[config.mk]
export PLATFORM = sky130hd
export DESIGN_NAME = burst_ram_arbiter
export DESIGN_NICKNAME = d
export VERILOG_FILES = /design/src/rtl/burst_ram_arbiter_pkg.sv /design/src/rtl/burst_ram_arbiter_pick.sv /design/src/rtl/burst_ram_arbiter.sv
export SDC_FILE = /design/constraint.sdc
export NUM_CORES = 1
export LEC_CHECK = 0
export ABC_AREA = 1
export BUFFER_PORTS_ARGS = -buffer_cell sky130_fd_sc_hd__buf_4
export CORE_AREA = 8 8 162 164
export CTS_CLUSTER_DIAMETER = 40
export DETAILED_ROUTE_END_ITERATION = 10
export DIE_AREA = 0 0 170 172
export SYNTH_ARGS = -nofsm -noshare
export SYNTH_HDL_FRONTEND = slang
export SYNTH_HIERARCHICAL = 1
export SYNTH_SLANG_ARGS = --single-unit
[constraint.sdc]
create_clock -name clk -period 1.85 [get_ports clk]
set_input_delay 0 -clock clk [delete_from_list [all_inputs] [get_ports clk]]
set_output_delay 0 -clock clk [all_outputs]
set_load 0.1 [all_outputs]
[src/rtl/burst_ram_arbiter_pkg.sv]
`default_nettype none
// ============================================================================
// Module   : burst_ram_arbiter_pkg
// Brief    : Shared types and constants for the two-master BurstRAM arbiter.
// Revision : 1.0 - initial release
// ============================================================================
package burst_ram_arbiter_pkg;

  // Arbiter sequencing states; width fixed so the encoding is stable in netlists
  typedef enum logic [1:0] {
    IDLE     = 2'd0,
    WR_BURST = 2'd1,
    RD_WAIT  = 2'd2
  } state_t;

  localparam logic CMD_READ  = 1'b0;
  localparam logic CMD_WRITE = 1'b1;

  // Index of a burst master: 0 = instruction cache, 1 = data cache
  typedef logic owner_t;

endpackage
`default_nettype wire

[src/rtl/burst_ram_arbiter_pick.sv]
`default_nettype none
// ============================================================================
// Module   : burst_ram_arbiter_pick
// Brief    : Combinational 2-input picker. Round-robin on a tie by default;
//            with BURST_RAM_ARBITER_FIXED_PRIORITY_EN defined m0 always wins.
// Revision : 1.0 - initial release
// ============================================================================
module burst_ram_arbiter_pick
  import burst_ram_arbiter_pkg::*;
(
  input  logic [1:0] req,
  input  owner_t     rr_last,
  output logic       grant_valid,
  output owner_t     grant_ix
);

`ifdef BURST_RAM_ARBITER_FIXED_PRIORITY_EN
  // History is irrelevant when m0 always has priority
  logic w_unused_rr;
  assign w_unused_rr = rr_last;

  // Fixed priority: m0 whenever it asks, otherwise m1
  always_comb begin
    grant_valid = |req;
    grant_ix    = req[0] ? 1'b0 : 1'b1;
  end
`else
  // Round-robin: a lone requester wins; on a tie the master not served last wins
  always_comb begin
    grant_valid = |req;
    if (req == 2'b11) grant_ix = ~rr_last;
    else              grant_ix = req[1];
  end
`endif

endmodule
`default_nettype wire

[src/rtl/burst_ram_arbiter.sv]
`default_nettype none
// ============================================================================
// Module   : burst_ram_arbiter
// Brief    : Shares one BurstRAM port between two burst masters, granting one
//            whole burst at a time with zero added command latency.
//            Optional macro: BURST_RAM_ARBITER_FIXED_PRIORITY_EN (m0 wins ties).
// Revision : 1.0 - initial release
// ============================================================================
module burst_ram_arbiter
  import burst_ram_arbiter_pkg::*;
#(
  parameter int DEPTH_BITWIDTH = 4,
  parameter int BURST_COUNT    = 4
) (
  input  logic                      clk,
  input  logic                      rst,
  input  logic                      m0_cmd,
  input  logic                      m0_cmd_en,
  input  logic [DEPTH_BITWIDTH-1:0] m0_addr,
  input  logic [63:0]               m0_wr_data,
  input  logic [7:0]                m0_data_mask,
  output logic [63:0]               m0_rd_data,
  output logic                      m0_rd_data_valid,
  output logic                      m0_busy,
  input  logic                      m1_cmd,
  input  logic                      m1_cmd_en,
  input  logic [DEPTH_BITWIDTH-1:0] m1_addr,
  input  logic [63:0]               m1_wr_data,
  input  logic [7:0]                m1_data_mask,
  output logic [63:0]               m1_rd_data,
  output logic                      m1_rd_data_valid,
  output logic                      m1_busy,
  output logic                      br_cmd,
  output logic                      br_cmd_en,
  output logic [DEPTH_BITWIDTH-1:0] br_addr,
  output logic [63:0]               br_wr_data,
  output logic [7:0]                br_data_mask,
  input  logic [63:0]               br_rd_data,
  input  logic                      br_rd_data_valid,
  input  logic                      br_init_calib,
  input  logic                      br_busy
);

  localparam int                CNT_W       = $clog2(BURST_COUNT) + 1;
  localparam logic [CNT_W-1:0]  c_last_beat = CNT_W'(BURST_COUNT - 1);
  localparam logic [CNT_W-1:0]  c_one       = CNT_W'(1);

  state_t           r_state,    w_state_nxt;
  logic [CNT_W-1:0] r_beat_cnt, w_beat_cnt_nxt;
  owner_t           r_owner,    w_owner_nxt;
  owner_t           r_rr_last,  w_rr_last_nxt;

  logic   w_grant_valid;
  owner_t w_grant_ix;
  logic   w_ready;
  logic   w_accept;
  owner_t w_sel;

  burst_ram_arbiter_pick u_pick (
    .req         ({m1_cmd_en, m0_cmd_en}),
    .rr_last     (r_rr_last),
    .grant_valid (w_grant_valid),
    .grant_ix    (w_grant_ix)
  );

  // A new burst can start only from IDLE with a calibrated, non-busy RAM
  assign w_ready  = !rst && br_init_calib && !br_busy && (r_state == IDLE);
  assign w_accept = w_ready && w_grant_valid;
  // The IDLE winner drives the RAM; otherwise the current/last owner keeps it
  assign w_sel    = ((r_state == IDLE) && w_grant_valid) ? w_grant_ix : r_owner;

  // The loser of this cycle's pick is busy even when the RAM is free
  assign m0_busy = !w_ready || (w_grant_valid && (w_grant_ix == 1'b1));
  assign m1_busy = !w_ready || (w_grant_valid && (w_grant_ix == 1'b0));

  assign m0_rd_data = br_rd_data;
  assign m1_rd_data = br_rd_data;

  // State register; reset abandons any partial burst immediately
  always_ff @(posedge clk or posedge rst) begin
    if (rst) begin
      r_state    <= IDLE;
      r_beat_cnt <= '0;
      r_owner    <= 1'b0;
      r_rr_last  <= 1'b1;
    end else begin
      r_state    <= w_state_nxt;
      r_beat_cnt <= w_beat_cnt_nxt;
      r_owner    <= w_owner_nxt;
      r_rr_last  <= w_rr_last_nxt;
    end
  end

  // Next-state logic plus RAM-side muxing and read-valid routing
  always_comb begin
    w_state_nxt      = r_state;
    w_beat_cnt_nxt   = r_beat_cnt;
    w_owner_nxt      = r_owner;
    w_rr_last_nxt    = r_rr_last;
    br_cmd_en        = 1'b0;
    br_cmd           = w_sel ? m1_cmd       : m0_cmd;
    br_addr          = w_sel ? m1_addr      : m0_addr;
    br_wr_data       = w_sel ? m1_wr_data   : m0_wr_data;
    br_data_mask     = w_sel ? m1_data_mask : m0_data_mask;
    m0_rd_data_valid = 1'b0;
    m1_rd_data_valid = 1'b0;

    case (r_state)
      IDLE: begin
        if (w_accept) begin
          br_cmd_en     = 1'b1;
          w_owner_nxt   = w_grant_ix;
          w_rr_last_nxt = w_grant_ix;
          // The accept cycle already carries write beat 0
          if (br_cmd == CMD_WRITE) begin
            w_state_nxt    = WR_BURST;
            w_beat_cnt_nxt = c_one;
          end else begin
            w_state_nxt    = RD_WAIT;
            w_beat_cnt_nxt = '0;
          end
        end
      end
      WR_BURST: begin
        if (r_beat_cnt == c_last_beat) w_state_nxt    = IDLE;
        else                           w_beat_cnt_nxt = r_beat_cnt + c_one;
      end
      RD_WAIT: begin
        if (br_rd_data_valid) begin
          m0_rd_data_valid = (r_owner == 1'b0);
          m1_rd_data_valid = (r_owner == 1'b1);
          if (r_beat_cnt == c_last_beat) w_state_nxt    = IDLE;
          else                           w_beat_cnt_nxt = r_beat_cnt + c_one;
        end
      end
      default: w_state_nxt = IDLE;
    endcase

    // Outputs take their reset values for as long as reset is held
    if (rst) begin
      br_cmd_en        = 1'b0;
      br_cmd           = 1'b0;
      br_addr          = '0;
      br_wr_data       = '0;
      br_data_mask     = '0;
      m0_rd_data_valid = 1'b0;
      m1_rd_data_valid = 1'b0;
    end
  end

endmodule
`default_nettype wire
==> flow_summary.ini <==
[sta]
setup_viol = 52
hold_violations = 0
period_needed_ns = 1.939
slew_viol_final = 0
timing.hold.ws_ns = 0.00004826
rsz0062_at_grt = yes
fmax_mhz = 515.7
fin_ws_ns = -0.08901
skew_ns = 0.001210
finalCritPeriodShare = 1.048
worst-slew-pin-transition_ns = 0.4297
slew_headroom = 0.7105

[clock_tree]
cts.sinks = 7
cts_root_buffer = clkbuf_16
htreeDepth = 1
path_clk_slew_ns = 0.04
worstSkewPairLatency_ns = 0.23
cts_buffer_depth = 2
cts_buffers = 3
cts_tree = done

[setup_path]
worstSetupPathDepth = 9
worstRegToRegCells = 10
r2r_start = r_state[0]$_DFFE_PP0P_
max_stage_delay_ns = 0.38
cpMostUsedCell = buf_12
r2r_end = r_state[1]$_DFFE_PP0P_
crit_end = br_wr_data[16]
cp.required_ns = 1.85
rrSetupSlack_ns = 0.22
cp_max_fo = 40
crit_family = buffers and inverters
cp.buffers_inverters = 3
cp-start-kind = flip-flop
crit_path_top_delay_cell = dfrtp_1
critPathCaptureType = output port
crit_start = r_state[0]$_DFFE_PP0P_
path_cells = inv_2 -> ha_4 -> nand2_2 -> nand2_4 -> nand2_8 -> buf_12 -> o21ai_0 -> nor2_4 -> buf_12
critical_path_class = reg -> out
crit_arrival_ns = 1.94

[logic_synthesis]
synthesis.nets = 687
syn_area_per_cell_sq_um = 5.695
synth_cell_types = 21
synthTopCellsByArea = buf_4 37%, nor2_1 22%, o21ai_0 15%
synth_edf_count = 0
synthTopCellsByCount = 153 x nor2_1, 128 x buf_4, 80 x o21ai_0, 21 x nand2_1, 16 x inv_1
synthCells = 457
ys_ff_latch = 7
syn_area_sq_um = 2602
synthArstFlopShare = 1.000
ys.flop_type = dfrtp_1
synth_top_area_frac = 0.3692
synth_top_cell_by_area = buf_4
synth_most_common_cell = nor2_1
synth_warnings = 6
yosysSeqAreaShare = 0.06779

[power]
p_int_mw = 3.912
p_sw_frac = 0.6128
power.share.sequential = 0.028
cellPowerDensity_nw_per_um2 = 1680
combinationalPowerShare = 0.935
switching_power_mw = 6.191
power_leakage_nw = 2.563
ir_worst_vdd_mv = 0.8854
power_frac_clock = 0.037
total_power_mw = 10.10

[status]
violations = negative setup slack
status = finished with violations

[min_path]
min_path_type = in -> out

[cells_and_area]
antenna_cells = 0
drive_gt1_frac = 0.7136
nets = 814
final_cells = 907
synthToLayoutAreaGrowth_pct = 131.1

[floorplan]
start_util = 0.1093
rows = 57
chipWidth_um = 170
die-area_sq_um = 29240
core_sq_um = 23820
die_h_um = 172
ios = 435

[grt]
overflow = 0
antenna_found_initial = 0
grt_pass1_vias = 3500
grt_pass1_wl_mm = 19.06
grt_use_total = 0.08047
grt_max_degree = 79

[route]
finalWirelength_mm = 14.96
drtIter0Drc = 146
post_drt_wl_per_cell_um = 16.50
drtAntennaViolNets = 0
drc = 0
dr.pass1.iters = 4
routed_via_density = 3.667
vias = 3326

[placed_design]
gp_congestion = 0.7815
dp_cells = 890
place_ws_ns = -0.03131
io_buffer_count = 242
dp_hpwl_mm = 10.19

[job]
max_cap_violations = 0
## worst min-delay path by stage
stage | start | endpoint | slack (ns) | cells after the start
after global routing | br_rd_data[49] | m0_rd_data[49] | 0.0002 | 0
after CTS | br_rd_data[59] | m0_rd_data[59] | 0.001 | 0
after global placement | br_rd_data[59] | m0_rd_data[59] | 0.001 | 0
after floorplan | rst | br_cmd | 0.09 | 1
after detailed placement | br_rd_data[59] | m0_rd_data[59] | 0.001 | 0
final | br_rd_data[49] | m0_rd_data[49] | 0.00005 | 0
## cell type report
cell class              count  area [sq um]
clock buffers               3         75.07
clock inverters             1         5.005
fillers                  2591         17810
inverters                  17         80.08
multi-input cells         281          2049
flip-flops and latches      7         176.4
well taps                 324         405.4
repair buffers            274          3222
## kinds of logic after synthesis
group	Yosys count	share of synthesized area
compound gates	85	0.1635
fa+ha+maj	5	0.02404
buf+inv	169	0.4534
flops	7	0.06779
simple gates	191	0.2914
## power by group through the flow
stage          sequential [mW]  combinational (mW)  clock, mW
2_1_floorplan            0.264                6.79          0
3_3_place_gp             0.273                6.95          0
3_5_place_dp             0.272                6.99          0
4_1_cts                  0.272                8.35      0.384
5_1_grt                  0.290                9.86      0.396
6_report                 0.282                9.45      0.371
## flip-flops by register name (all words and copies together) (netlist names)
register and cells:
r_beat_cnt 3, r_rr_last 1, r_state 2, r_owner 1
## through the flow
step | utilization | cell area (sq um) | setup TNS, ns
2_1_floorplan | - | 3204 | -1.026
3_3_place_gp | 0.1896 | 4516 | -0.02916
3_5_place_dp | 0.1896 | 4516 | -0.03131
4_1_cts | 0.2333 | 5557 | -3.505
5_1_grt | 0.2524 | 6013 | -8.575
6_report | 0.2524 | 6013 | -1.655
## per-layer routing
metal  global-route usage  vias up  wire [um]
li1                     -     1558          -
met1              0.07963     1507       5422
met2               0.1384      200       7337
met3              0.04041       61       1639
met4              0.04081        0        561
met5                    0        -          0
## layout by cell type, fill, tap and decap left out, types with 4 or more instances in the layout
cell type,count
o21ai_1,16
inv_1,12
nand3_1,8
o21ai_0,62
dfrtp_1,6
buf_12,82
clkbuf_16,9
nor2_1,37
buf_4,182
nand2_1,19
nor2_2,34
nor2_4,82
ha_1,4
## what timing repair did
item	CTS	global route
endpoints found under the setup margin	77	77
hold buffers	1	0
cloned	0	8
gates resized for setup	232	87
hold endpoints to repair	6	0
setup buffers	0	4
pin swaps	0	4
(Power assumes the default switching activity.)
